<file path="src/rtl/sme_host_if.sv">
// Character interface between the SME host driver and the string-match engine.
// The host drives characters and strobes; the engine answers with a one-cycle result strobe.
interface sme_host_if;
    logic [7:0] chardata;
    logic       isstring;
    logic       ispattern;
    logic       valid;
    logic       match;
    logic [4:0] match_index;

    modport master (
        output chardata,
        output isstring,
        output ispattern,
        input  valid,
        input  match,
        input  match_index
    );

    modport slave (
        input  chardata,
        input  isstring,
        input  ispattern,
        output valid,
        output match,
        output match_index
    );
endinterface

</file>
<file path="src/rtl/sme_host.sv">
// SME host driver: walks a job list in a synchronous ROM, buffers string/pattern records,
// streams them to the string-match engine and stores each result in a result RAM.
//
// state      | meaning
// -----------+------------------------------------------------------------
// S_IDLE     | after reset, waiting for start
// S_RD_HDR   | header byte read strobe issued
// S_DEC_HDR  | header byte on rom_data, decoded this cycle
// S_LD_STR   | streaming string payload from ROM into sbuf
// S_LD_PAT   | streaming pattern payload from ROM into pbuf
// S_SEND_STR | isstring burst of slen chars
// S_SEND_PAT | ispattern burst of plen chars, then strobes drop
// S_WAIT_V   | waiting for the engine result, timeout down-counter running
// S_WR_RES   | result RAM write strobe for one cycle
// S_DONE     | end record reached; done held until next start
// S_ERR      | bad header or timeout; err held until next start
module sme_host #(
    parameter int ROM_AW  = 10,
    parameter int RES_AW  = 6,
    parameter int TIMEOUT = 1023
) (
    input  logic              clk,
    input  logic              reset,
    input  logic              start,
    output logic              busy,
    output logic              done,
    output logic              err,
    output logic              rom_rd,
    output logic [ROM_AW-1:0] rom_addr,
    input  logic [7:0]        rom_data,
    sme_host_if.master        sme,
    output logic              res_we,
    output logic [RES_AW-1:0] res_addr,
    output logic [5:0]        res_data
);

    localparam int TW = $clog2(TIMEOUT + 1);

    typedef enum logic [3:0] {
        S_IDLE,
        S_RD_HDR,
        S_DEC_HDR,
        S_LD_STR,
        S_LD_PAT,
        S_SEND_STR,
        S_SEND_PAT,
        S_WAIT_V,
        S_WR_RES,
        S_DONE,
        S_ERR
    } state_t;

    state_t          state;
    logic [7:0]      sbuf [32];
    logic [7:0]      pbuf [8];
    logic [5:0]      slen;
    logic [5:0]      plen;
    logic [5:0]      iss_cnt;   // payload reads still to issue after the current one
    logic [5:0]      ld_idx;    // next buffer slot to fill
    logic [5:0]      ld_last;   // index of the final payload byte
    logic [5:0]      snd_idx;
    logic            rd_q;      // rom_data carries a byte requested last cycle
    logic            str_loaded;
    logic            str_new;
    logic [TW-1:0]   tmr;
    logic [1:0]      hdr_type;
    logic [5:0]      hdr_len;
    logic            hdr_bad;

    assign hdr_type = rom_data[7:6];
    assign hdr_len  = rom_data[5:0];

    // Header legality: length range per record type, and a pattern needs a string first.
    always_comb begin
        hdr_bad = 1'b0;
        case (hdr_type)
            2'b00:   hdr_bad = (hdr_len == 6'd0) || (hdr_len > 6'd32);
            2'b01:   hdr_bad = !str_loaded || (hdr_len == 6'd0) || (hdr_len > 6'd8);
            2'b11:   hdr_bad = 1'b0;
            default: hdr_bad = 1'b1;
        endcase
    end

    // Payload buffers; contents only matter once loaded, so they carry no reset.
    always_ff @(posedge clk) begin
        if (rd_q && state == S_LD_STR) sbuf[ld_idx[4:0]] <= rom_data;
        if (rd_q && state == S_LD_PAT) pbuf[ld_idx[2:0]] <= rom_data;
    end

    // Main sequencer with registered outputs; reset drops the strobes immediately.
    always_ff @(posedge clk or negedge reset) begin
        if (!reset) begin
            state         <= S_IDLE;
            busy          <= 1'b0;
            done          <= 1'b0;
            err           <= 1'b0;
            rom_rd        <= 1'b0;
            rom_addr      <= '0;
            res_we        <= 1'b0;
            res_addr      <= '0;
            res_data      <= '0;
            sme.chardata  <= 8'h00;
            sme.isstring  <= 1'b0;
            sme.ispattern <= 1'b0;
            slen          <= '0;
            plen          <= '0;
            iss_cnt       <= '0;
            ld_idx        <= '0;
            ld_last       <= '0;
            snd_idx       <= '0;
            rd_q          <= 1'b0;
            str_loaded    <= 1'b0;
            str_new       <= 1'b0;
            tmr           <= '0;
        end else begin
            rd_q <= rom_rd;
            case (state)
                S_IDLE, S_DONE, S_ERR: begin
                    if (start) begin
                        busy       <= 1'b1;
                        done       <= 1'b0;
                        err        <= 1'b0;
                        rom_addr   <= '0;
                        res_addr   <= '0;
                        str_loaded <= 1'b0;
                        str_new    <= 1'b0;
                        rom_rd     <= 1'b1;
                        state      <= S_RD_HDR;
                    end
                end
                S_RD_HDR: begin
                    rom_rd   <= 1'b0;
                    rom_addr <= rom_addr + 1'b1;
                    state    <= S_DEC_HDR;
                end
                S_DEC_HDR: begin
                    if (hdr_bad) begin
                        err   <= 1'b1;
                        busy  <= 1'b0;
                        state <= S_ERR;
                    end else begin
                        case (hdr_type)
                            2'b00: begin
                                slen    <= hdr_len;
                                ld_last <= hdr_len - 6'd1;
                                iss_cnt <= hdr_len - 6'd1;
                                ld_idx  <= '0;
                                rom_rd  <= 1'b1;
                                state   <= S_LD_STR;
                            end
                            2'b01: begin
                                plen    <= hdr_len;
                                ld_last <= hdr_len - 6'd1;
                                iss_cnt <= hdr_len - 6'd1;
                                ld_idx  <= '0;
                                rom_rd  <= 1'b1;
                                state   <= S_LD_PAT;
                            end
                            default: begin
                                done  <= 1'b1;
                                busy  <= 1'b0;
                                state <= S_DONE;
                            end
                        endcase
                    end
                end
                S_LD_STR, S_LD_PAT: begin
                    if (rom_rd) begin
                        rom_addr <= rom_addr + 1'b1;
                        if (iss_cnt == 6'd0) rom_rd <= 1'b0;
                        else                 iss_cnt <= iss_cnt - 6'd1;
                    end
                    if (rd_q) begin
                        ld_idx <= ld_idx + 6'd1;
                        if (ld_idx == ld_last) begin
                            snd_idx <= '0;
                            if (state == S_LD_STR) begin
                                str_loaded <= 1'b1;
                                str_new    <= 1'b1;
                                rom_rd     <= 1'b1;
                                state      <= S_RD_HDR;
                            end else begin
                                state <= str_new ? S_SEND_STR : S_SEND_PAT;
                            end
                        end
                    end
                end
                S_SEND_STR: begin
                    sme.isstring  <= 1'b1;
                    sme.ispattern <= 1'b0;
                    sme.chardata  <= sbuf[snd_idx[4:0]];
                    str_new       <= 1'b0;
                    if (snd_idx == slen - 6'd1) begin
                        snd_idx <= '0;
                        state   <= S_SEND_PAT;
                    end else begin
                        snd_idx <= snd_idx + 6'd1;
                    end
                end
                S_SEND_PAT: begin
                    // The string burst hands over to the pattern burst with no idle cycle.
                    if (snd_idx == plen) begin
                        sme.isstring  <= 1'b0;
                        sme.ispattern <= 1'b0;
                        sme.chardata  <= 8'h00;
                        tmr           <= TW'(TIMEOUT - 1);
                        state         <= S_WAIT_V;
                    end else begin
                        sme.isstring  <= 1'b0;
                        sme.ispattern <= 1'b1;
                        sme.chardata  <= pbuf[snd_idx[2:0]];
                        snd_idx       <= snd_idx + 6'd1;
                    end
                end
                S_WAIT_V: begin
                    if (sme.valid) begin
                        res_data <= {sme.match, sme.match_index};
                        res_we   <= 1'b1;
                        state    <= S_WR_RES;
                    end else if (tmr == '0) begin
                        err   <= 1'b1;
                        busy  <= 1'b0;
                        state <= S_ERR;
                    end else begin
                        tmr <= tmr - 1'b1;
                    end
                end
                S_WR_RES: begin
                    res_we   <= 1'b0;
                    res_addr <= res_addr + 1'b1;
                    rom_rd   <= 1'b1;
                    state    <= S_RD_HDR;
                end
                default: state <= S_IDLE;
            endcase
        end
    end

endmodule

</file>
<file path="src/flat_wrapper.sv">
// flat-port wrapper written by rule: the top's interface ports become plain ports
module sme_host_flat 
#(
    parameter int ROM_AW  = 10,
    parameter int RES_AW  = 6,
    parameter int TIMEOUT = 1023
)
  (clk, reset, start, busy, done, err, rom_rd, rom_addr, rom_data, res_we, res_addr, res_data, sme_chardata, sme_isstring, sme_ispattern, sme_valid, sme_match, sme_match_index);
  sme_host_if sme_i ();
  input  logic clk;
  input  logic reset;
  input  logic start;
  output logic busy;
  output logic done;
  output logic err;
  output logic rom_rd;
  output logic [ROM_AW-1:0] rom_addr;
  input  logic [7:0] rom_data;
  output logic res_we;
  output logic [RES_AW-1:0] res_addr;
  output logic [5:0] res_data;
  output wire logic [$bits(sme_i.chardata)-1:0] sme_chardata;
  output wire logic [$bits(sme_i.isstring)-1:0] sme_isstring;
  output wire logic [$bits(sme_i.ispattern)-1:0] sme_ispattern;
  input wire logic [$bits(sme_i.valid)-1:0] sme_valid;
  input wire logic [$bits(sme_i.match)-1:0] sme_match;
  input wire logic [$bits(sme_i.match_index)-1:0] sme_match_index;
  assign sme_chardata = sme_i.chardata;
  assign sme_isstring = sme_i.isstring;
  assign sme_ispattern = sme_i.ispattern;
  assign sme_i.valid = sme_valid;
  assign sme_i.match = sme_match;
  assign sme_i.match_index = sme_match_index;
  sme_host #(.ROM_AW(ROM_AW), .RES_AW(RES_AW), .TIMEOUT(TIMEOUT)) u_core (.clk(clk), .reset(reset), .start(start), .busy(busy), .done(done), .err(err), .rom_rd(rom_rd), .rom_addr(rom_addr), .rom_data(rom_data), .sme(sme_i), .res_we(res_we), .res_addr(res_addr), .res_data(res_data));
endmodule
</file>
<file path="config.mk">
export PLATFORM = sky130hd
export DESIGN_NAME = sme_host_flat
export DESIGN_NICKNAME = d
export VERILOG_FILES = /design/src/rtl/sme_host_if.sv /design/src/rtl/sme_host.sv /design/src/flat_wrapper.sv
export SDC_FILE = /design/constraint.sdc
export NUM_CORES = 1
export LEC_CHECK = 0
export BUFFER_PORTS_ARGS = -buffer_cell sky130_fd_sc_hd__buf_2
export CORE_MARGIN = 5
export CORE_UTILIZATION = 45
export CTS_CLUSTER_DIAMETER = 200
export DETAILED_ROUTE_END_ITERATION = 16
export SYNTH_ARGS = -nofsm -noshare
export SYNTH_HDL_FRONTEND = slang
export SYNTH_SLANG_ARGS = --single-unit
</file>
<file path="constraint.sdc">
create_clock -name clk -period 3.31 [get_ports clk]
set_clock_uncertainty 0.15 [all_clocks]
set_input_delay 0.662 -clock clk [delete_from_list [all_inputs] [get_ports clk]]
set_output_delay 0.662 -clock clk [all_outputs]
set_load 0.01 [all_outputs]
</file>
==> metrics.md, run 1 <==
| Metric | Value |
|---|---|
| Worst reg2reg startpoint | `u_core.snd_idx[1]` |
| Async S/R FF share, synth | `0.220` |
| Worst path required time | `3580 ps` |
| First-pass iteration count of the detailed router | `5` |
| Final GP Congestion | `0.784` |
| Final period util | `0.834` |
| Max Freq | `362 MHz` |
| Final WL | `40.0 mm` |
| Hpwl dp | `26.0 mm` |
| Ys Warns | `0` |
| Setup bufs post-CTS | `0` |
| Peak supply drop | `0.372 mV` |
| Remaining Overflow, GRT | `0` |
| Gr busiest metal | `met2` |
| Top_reg_cell synth | `edfxtp_1` |
| Min-Delay Path Class | `in2reg` |
| Power density over the cells | `630 nW/um^2` |
| Synthesized net count | `1142` |
| Area leader, netlist | `edfxtp_1` |
| Hold Path End | `u_core.res_data[4]` |
| Tmin final | `2760 ps` |
| GRT Total Usage | `0.191` |
| Yosys reg bits | `410` |
| Crit Reg-Reg Endpoint | `u_core.sme.chardata[3]` |
| Max Slew Vio Count | `0` |
| CTS sink count | `410` |
| Via count | `10.1k` |
| Status | `completed` |
| CTS clk-pin slew, worst paths | `60 ps` |
| M1 GR Usage | `0.274` |
| Met3 usage | `0.0287` |
| Clock root buffer | `clkbuf_16` |
| RSZ-0062 raised after global routing | `false` |
| Final setup TNS | `0 ps` |
| Pwr Total | `0.0127 W` |
| Vias per std cell | `5.62` |
| Post-Syn Area | `17400 um^2` |
| Layout area overhead | `15.2%` |
| Core ar. | `38500 um^2` |
| Clock latency at the later pin of the worst-skew pair | `550 ps` |
| Relative slew slack | `0.373` |
| Height of the die | `207 um` |
| Yosys cell types | `78` |
| Syn Inst Count | `1112` |
| Routing usage on met2 | `0.308` |
| Area contributors post-synth | `edfxtp_1 55%, dfrtp_1 13%, mux4_2 11%` |
| Max Cap Violations | `0` |
| Final core utilization | `0.523` |
| Sequential fraction of the synthesis area | `0.680` |
| IO Count | `55` |
| Crit-path cells | `buf_12 -> mux4_2 -> mux4_2 -> nor2_1 -> a21oi_1 -> nand3_1 -> o211ai_1` |
| CTS max path bufs | `3` |
| Drc violations | `0` |
| Initial drt markers | `777` |
| Post-synth EDFFs | `320` |
| Worst setup EP type | `register` |
| Share of post-route cells with drive strength above 1 | `0.247` |
| CTS tree | `done` |
| Vias in the first global route | `10.2k` |
| Initial Utilization | `0.454` |
| HP Start | `sme_match_index[4]` |
| H-tree depth | `2` |
| R2R Setup Slk | `550 ps` |
| Worst-Margin Slew | `936 ps` |
| Avg Inst Size Synth | `15.7 um^2` |
| Rows | `72` |
| Most common cell on crit path | `mux4_2` |
| Post-DRT Antenna Nets | `0` |
| Worst EP arrival | `3030 ps` |
| First-pass GRT wire length | `61.7 mm` |
| Die X | `207 um` |
| Largest net degree at the start of global routing | `52` |
| Final nets | `1269` |
| Top cells by count, synth | `320 x edfxtp_1, 106 x nor2_1, 90 x dfrtp_1` |
| Hold slack final | `189 ps` |
| Synth top area share | `0.551` |
| Die ar. | `42800 um^2` |
| Slowest cell on crit path | `dfrtp_4` |
| Max incr delay on CP | `740 ps` |
| Leak | `7.07 nW` |
| Fin. Hold Viols | `0` |
| N_diodes | `0` |
| Reg2Reg Depth | `7` |
| Critical Path Start Type | `register` |
| Final setup violation count | `0` |
| Initial antenna violation count | `2` |
| Most frequent cell after synthesis | `edfxtp_1` |
| Drt wl/cell | `22.3 um` |
| Critical setup path kind | `reg2reg` |
| Port bufs | `54` |
| Maximum fanout along the worst path | `51` |
| Hold Path Stages | `2` |
| TritonCTS Buffers | `43` |
critical path, delay by kind of cell (launching register included):
kind,cells,cell delay [ps]
mux,2,860
simple gates,2,300
flops,1,740
compound gates,2,160
buf+inv,1,370
cell type report:
| type | instances | area [um^2] |
|---|---|---|
| repair buffers | 129 | 876 |
| clock buffers | 50 | 1100 |
| clock inverters | 30 | 274 |
| flip-flops and latches | 410 | 11900 |
| inverters | 23 | 100 |
| fillers | 3162 | 18400 |
| multi-input cells | 632 | 5240 |
| well taps | 518 | 648 |
stage by stage:
step	setup WS (ps)	instance area [um^2]	instances
after floorplan	785	17400	1112
after global placement	461	18700	1711
after detailed placement	428	18700	1711
after CTS	518	20100	1792
after global routing	364	20100	1792
final	550	20100	1792
timing repair:
action                                  in CTS  in global routing
hold endpoints to repair                    32                  0
hold buffers                                 1                  0
gates resized for setup                      0                  0
endpoints found under the setup margin       0                  0
where the power goes:
group	total [W]	internal, W	leakage, nW	switching [W]
sequential	0.00619	0.00587	4.06	0.000326
clock	0.00467	0.00271	0.669	0.00196
combinational	0.00181	0.000721	2.35	0.00109
total	0.0127	0.00930	7.07	0.00338
worst max-delay path by stage:
stage                       from                      to  slack [ps]
6_report       u_core.snd_idx[1]  u_core.sme.chardata[3]         550
5_1_grt          u_core.state[2]       u_core.snd_idx[5]         360
4_1_cts        u_core.snd_idx[1]  u_core.sme.chardata[3]         520
3_5_place_dp         rom_data[1]          u_core.slen[2]         430
3_3_place_gp         rom_data[1]          u_core.slen[4]         460
2_1_floorplan        rom_data[0]       u_core.iss_cnt[0]         780
metal layers:
metal	vias up	wire, um
li1	4564	-
met2	254	19200
met3	70	1980
met1	5188	18000
met5	-	7
met4	2	900
sequential cells by signal (all words and copies together), names as in the netlist, 4 cells and up:
| register | flops |
|---|---|
| u_core.iss_cnt | 6 |
| u_core.ld_idx | 6 |
| u_core.ld_last | 6 |
| u_core.pbuf | 64 |
| u_core.plen | 6 |
| u_core.res_addr | 6 |
| u_core.res_data | 6 |
| u_core.rom_addr | 10 |
| u_core.sbuf | 256 |
| u_core.slen | 6 |
| u_core.sme.chardata | 8 |
| u_core.snd_idx | 6 |
| u_core.state | 4 |
| u_core.tmr | 10 |
cells in the final DEF, fill, tap and decap left out, types with 4 or more instances in the layout:
cell type / count
clkinv_1: 15
nor3_1: 11
mux4_2: 88
o211ai_1: 8
o21ai_0: 40
mux2_2: 16
nor2b_1: 10
and2_1: 10
buf_4: 72
mux2i_1: 12
nand2_1: 79
ha_1: 12
a22o_1: 6
nor3b_1: 6
a21oi_1: 45
inv_1: 21
nand2b_1: 12
clkbuf_16: 43
o31ai_1: 6
or2_2: 4
nand3_1: 27
a31oi_1: 4
nor2_1: 106
clkinv_2: 7
o22a_1: 4
clkbuf_1: 7
xnor2_1: 19
nand4_1: 16
o22ai_1: 6
or3_1: 13
dfrtp_1: 88
edfxtp_1: 320
a211oi_1: 4
xor2_1: 11
bufinv_16: 4
buf_2: 53
cells by family (layout without fill, tap and decap cells):
group	count (synthesis)	after routing	synth area share
compound gates	155	155	0.0571
xor+xnor	30	30	0.0151
fa+ha+maj	12	12	0.00860
buf+inv	70	232	0.0199
flops	410	410	0.680
mux	118	118	0.132
simple gates	317	317	0.0875
Power figures use the tool's default switching activity.
==> run 2: changes to the inputs <==
- clock period: 3.31 -> 2.7 ns (I/O delays scaled with it)
==> metrics.md, run 2 (synthesized netlist as in run 1, its figures left out) <==
| Metric | Value |
|---|---|
| Final nets | `1289 (+1.6%)` |
| CTS clk-pin slew, worst paths | `60 ps (about the same)` |
| Power density over the cells | `781 nW/um^2 (+24%)` |
| Vias in the first global route | `10.2k (+0.33%)` |
| Fill cells | `3178 (+0.51%)` |
| IO Count | `55 (unchanged)` |
| Worst-Margin Slew | `960 ps (+24.1 ps)` |
| Die X | `207 um (unchanged)` |
| Number of flip-flops in the largest register | `256 (unchanged)` |
| Final GP Congestion | `0.810 (+3.3%)` |
| Final non-filler cell total | `1813 (+1.2%)` |
| Vias per std cell | `5.64 (+0.25%)` |
| Post-DRT Antenna Nets | `0 (unchanged)` |
| Leak | `7.20 nW (+1.9%)` |
| Pwr Total | `0.0159 W (+25%)` |
| Final WL | `41.4 mm (+3.4%)` |
| Commonest non-fill, non-tap cell in the layout | `edfxtp_1` |
| H-tree depth | `2 (unchanged)` |
| Via count | `10.2k (+1.4%)` |
| Largest net degree at the start of global routing | `48 (-7.7%)` |
| CTS sink count | `410 (unchanged)` |
| Hold slack final | `56.8 ps (-133 ps)` |
| Remaining Overflow, GRT | `0 (unchanged)` |
| First-pass iteration count of the detailed router | `5 (unchanged)` |
| Final setup violation count | `0 (unchanged)` |
| Initial drt markers | `741 (-4.6%)` |
| Register area | `11900 um^2 (unchanged)` |
| Status | `completed` |
| Multi-input logic area | `5240 um^2 (unchanged)` |
| Peak supply drop | `0.382 mV (+2.9%)` |
| Min-Delay Path Class | `in2reg` |
| Port bufs | `54 (unchanged)` |
| CTS tree | `done` |
| Initial antenna violation count | `1 (-1)` |
| TritonCTS Buffers | `45 (+4.7%)` |
| Number of gates resized after cts | `0 (unchanged)` |
| Cells after DPL | `1729 (+1.1%)` |
| Final period util | `0.948 (+0.114)` |
| Initial Utilization | `0.454 (unchanged)` |
| Commonest cells after routing, fill and taps aside | `320 x edfxtp_1, 106 x nor2_1, 88 x mux4_2, 88 x dfrtp_1, 87 x buf_4` |
| Die ar. | `42800 um^2 (unchanged)` |
| Clock latency at the later pin of the worst-skew pair | `570 ps (+20 ps)` |
| Relative slew slack | `0.357 (-0.0161)` |
| N_diodes | `0 (unchanged)` |
| Cell area after layout | `20300 um^2 (+1.2%)` |
| Max Slew Vio Count | `0 (unchanged)` |
| Max Cap Violations | `0 (unchanged)` |
| Fin. Hold Viols | `0 (unchanged)` |
| Tmin final | `2560 ps (-201 ps)` |
| Worst path required time | `2990 ps (-590 ps)` |
| Placed Area | `18900 um^2 (+0.92%)` |
| Drt wl/cell | `22.8 um (+2.2%)` |
| Maximum fanout along the worst path | `18 (-65%)` |
| Max Freq | `391 MHz (+7.9%)` |
| Rows | `72 (unchanged)` |
| Critical setup path kind | `reg2reg` |
| Critical Path Start Type | `register` |
| RSZ-0062 raised after global routing | `false` |
| Worst setup EP type | `register` |
| Drc violations | `0 (unchanged)` |
| Core ar. | `38500 um^2 (unchanged)` |
| Height of the die | `207 um (unchanged)` |
| Worst EP arrival | `2850 ps (-180 ps)` |
| Hpwl dp | `26.5 mm (+2.1%)` |
| First-pass GRT wire length | `62.7 mm (+1.6%)` |
| Final setup TNS | `0 ps (unchanged)` |
| GRT Total Usage | `0.196 (+0.00516)` |
| Layout area overhead | `16.6%` |
| CTS max path bufs | `3 (unchanged)` |
| Share of post-route cells with drive strength above 1 | `0.261 (+0.0138)` |
| Clock root buffer | `clkbuf_16` |
==> run 2: cell count changes in the layout (fill, tap and decap cells not counted), sizes merged <==
cell / previous run / this run
bufinv: 5 / 4
clkinvlp: 1 / 0
clkinv: 24 / 16
clkbuf: 50 / 63
buf: 128 / 146
==> run 2: layer usage <==
metal  up-vias  global-route usage  wire [um]
li1       4613                   -          -
met1      5280               0.287      18500
met2       278               0.311      19900
met3        49              0.0325       2370
met4         2              0.0489        638
met5         -                   0         13
==> run 2: area by class of cell <==
cell class                      count  area share
Tap cell                          518      0.0319
Inverter                           23     0.00492
Timing Repair Buffer              147      0.0515
Multi-Input combinational cell    632       0.258
Clock inverter                     20     0.00892
Clock buffer                       63      0.0617
Sequential cell                   410       0.583
==> run 2: through the flow <==
step,setup slack (ps),util
2_1_floorplan,297,-
3_3_place_gp,99.6,0.491
3_5_place_dp,43.0,0.491
4_1_cts,131,0.529
5_1_grt,1.68,0.529
6_report,141,0.529
==> run 2: repair_timing <==
item,4_1_cts,5_1_grt
buffers inserted,0,0
endpoints found under the setup margin,0,0
endpoints found under the hold margin,45,0
hold buffers,1,0
==> run 2: critical path: stages (launching register included) <==
cell and delay [ps]:
dfrtp_4 470, buf_12 210, mux4_2 530, and2_1 170, a211oi_1 510, a21oi_1 140
nand3_1 140, o211ai_1 100
==> run 2: final timing paths <==
kind / from / slack [ps] / endpoint / cells past startpoint
max: u_core.snd_idx[0] / 140 / u_core.sme.chardata[4] / 7
min: sme_match_index[2] / 60 / u_core.res_data[2] / 2
max reg2reg: u_core.snd_idx[0] / 140 / u_core.sme.chardata[4] / 7
min reg2reg: u_core.sme.ispattern / 330 / u_core.sme.ispattern / 2
max in group asynchronous: reset / 1270 / u_core.ld_last[1] / 3
min in group asynchronous: reset / 390 / u_core.res_data[3] / 2
==> run 2: where the power goes <==
| group | total (W) | internal (W) | leakage [nW] | switching, W |
|---|---|---|---|---|
| sequential | 0.00753 | 0.00720 | 4.06 | 0.000330 |
| clock | 0.00597 | 0.00353 | 0.707 | 0.00244 |
| combinational | 0.00239 | 0.000934 | 2.44 | 0.00145 |
| total | 0.0159 | 0.0117 | 7.20 | 0.00422 |
==> run 3: changes to the inputs <==
- CORE_MARGIN: 5 -> 1.5
- clock period: 2.7 -> 2.5 ns (I/O delays scaled with it)
==> metrics.md, run 3 (synthesized netlist as in run 1, its figures left out) <==
| Metric | Value |
|---|---|
| Vias in the first global route | `10.4k (+2.6%)` |
| Final nets | `1332 (+3.3%)` |
| H-tree depth | `2 (unchanged)` |
| Status | `completed` |
| Initial drt markers | `873 (+18%)` |
| Leak | `7.36 nW (+2.1%)` |
| Remaining Overflow, GRT | `0 (unchanged)` |
| Number of flip-flops in the largest register | `256 (unchanged)` |
| Drc violations | `0 (unchanged)` |
| Relative slew slack | `0.549 (+0.192)` |
| Drt wl/cell | `22.5 um (-1.4%)` |
| Commonest non-fill, non-tap cell in the layout | `edfxtp_1` |
| Commonest cells after routing, fill and taps aside | `320 x edfxtp_1, 122 x buf_4, 106 x nor2_1` |
| IO Count | `55 (unchanged)` |
| Die ar. | `40000 um^2 (-6.7%)` |
| Final non-filler cell total | `1846 (+1.8%)` |
| Fin. Hold Viols | `0 (unchanged)` |
| Clock root buffer | `clkbuf_16` |
| CTS max path bufs | `3 (unchanged)` |
| Height of the die | `200 um (-3.4%)` |
| CTS clk-pin slew, worst paths | `60 ps (about the same)` |
| Clock latency at the later pin of the worst-skew pair | `570 ps (about the same)` |
| Final WL | `41.5 mm (+0.35%)` |
| Port bufs | `54 (unchanged)` |
| Fill cells | `3079 (-3.1%)` |
| Initial Utilization | `0.460 (+0.00639)` |
| Crit-path cells | `buf_12 -> mux4_2 -> mux4_2 -> nand2b_1 -> nand4_1 -> o211ai_1` |
| DP Worst Slack | `-132 ps (-175 ps)` |
| Critical Path Start Type | `register` |
| Multi-input logic area | `5280 um^2 (+0.74%)` |
| Largest net degree at the start of global routing | `44 (-8.3%)` |
| Initial antenna violation count | `1 (unchanged)` |
| Peak supply drop | `0.512 mV (+34%)` |
| Vias per std cell | `5.62 (-0.29%)` |
| Rows | `71 (-1.4%)` |
| CTS tree | `done` |
| Most common cell on crit path | `mux4_2` |
| GRT Total Usage | `0.216 (+0.0200)` |
| Final setup violation count | `0 (unchanged)` |
| Hpwl dp | `27.4 mm (+3.3%)` |
| Register area | `11900 um^2 (about the same)` |
| Power density over the cells | `813 nW/um^2 (+4.1%)` |
| Via count | `10.4k (+1.5%)` |
| Final period util | `0.975 (+0.0275)` |
| Setup ws final | `62.3 ps (-79.2 ps)` |
| Worst-Margin Slew | `675 ps (-286 ps)` |
| First-pass iteration count of the detailed router | `5 (unchanged)` |
| Slowest cell on crit path | `dfrtp_4` |
| RSZ-0062 raised after global routing | `true` |
| Cells after DPL | `1759 (+1.7%)` |
| Min-Delay Path Class | `in2reg` |
| First-pass GRT wire length | `63.0 mm (+0.48%)` |
| Worst EP arrival | `2710 ps (-140 ps)` |
| Max Slew Vio Count | `0 (unchanged)` |
| Hold slack final | `39.1 ps (-17.7 ps)` |
| Critical setup path kind | `reg2reg` |
| CTS sink count | `410 (unchanged)` |
| Die X | `200 um (-3.4%)` |
| Worst path required time | `2770 ps (-220 ps)` |
| TritonCTS Buffers | `43 (-4.4%)` |
| Worst setup EP type | `register` |
| Buf+Inv Stages, Crit Path | `1 (unchanged)` |
| Tmin final | `2440 ps (-121 ps)` |
| Final GP Congestion | `0.805 (-0.57%)` |
| Core ar. | `37900 um^2 (-1.4%)` |
| Max incr delay on CP | `540 ps (about the same)` |
| Layout area overhead | `18.4%` |
| Top delay family on crit path | `multiplexers` |
| Max Freq | `410 MHz (+5.0%)` |
| Share of post-route cells with drive strength above 1 | `0.284 (+0.0229)` |
| Post-DRT Antenna Nets | `0 (unchanged)` |
| N_diodes | `0 (unchanged)` |
| Max Cap Violations | `0 (unchanged)` |
| Maximum fanout along the worst path | `7 (-11)` |
## run 3: changes by cell type in the layout (fill, tap and decap cells not counted), sizes merged
cell         previous run  this run
clkinvlp                0         2
inv                    23        26
dlygate4sd3             1         6
bufinv                  4         2
buf                   146       184
clkinv                 16        17
clkbuf                 63        56
## run 3: layout make-up
class / count / share of cell area
sequential: 410 / 0.575
clock buffer: 54 / 0.0551
timing repair buffer: 192 / 0.0707
inverter: 23 / 0.00485
multi-input combinational: 632 / 0.256
clock inverter: 24 / 0.00818
tap: 511 / 0.0310
## run 3: final timing paths
path | startpoint | endpoint | slack [ps] | cells past startpoint
worst max register to register | u_core.snd_idx[0] | u_core.sme.chardata[6] | 60 | 6
worst min register to register | u_core.iss_cnt[4] | u_core.iss_cnt[4] | 340 | 1
worst min-delay path | sme_match_index[4] | u_core.res_data[4] | 40 | 2
worst max-delay path | u_core.snd_idx[0] | u_core.sme.chardata[6] | 60 | 6
max in group asynchronous | reset | u_core.sme.chardata[7] | 1290 | 3
min in group asynchronous | reset | u_core.res_data[0] | 290 | 2
## run 3: metal layers
layer,wire [um],vias to the layer above,GRT usage,share of wire
met5,13,-,0,0.00031
met3,2830,65,0.0496,0.068
met2,19700,309,0.342,0.47
met1,18100,5305,0.301,0.44
li1,-,4697,-,-
met4,898,2,0.0588,0.022
## run 3: report_power, final
part / leakage, nW / internal [W] / switching [W]
Combinational: 2.67 / 0.00110 / 0.00162
Sequential: 4.05 / 0.00777 / 0.000326
Clock: 0.628 / 0.00335 / 0.00263
Total: 7.36 / 0.0122 / 0.00457
## run 3: stage by stage
stage           util  power [W]  TNS (ps)  cell area (um^2)
2_1_floorplan      -    0.00990         0             17400
3_3_place_gp   0.506     0.0109      -208             19200
3_5_place_dp   0.506     0.0109      -219             19200
4_1_cts        0.542     0.0169         0             20600
5_1_grt        0.545     0.0175     -36.7             20700
6_report       0.545     0.0168         0             20700
## run 3: what timing repair did
| action | CTS | global route |
|---|---|---|
| resized for setup | 4 | 8 |
| cloned | 0 | 2 |
| hold buffers | 6 | 0 |
| hold endpoints to repair | 37 | 0 |
| pin swaps | 0 | 1 |
| endpoints found under the setup margin | 3 | 10 |
| setup buffers | 0 | 1 |
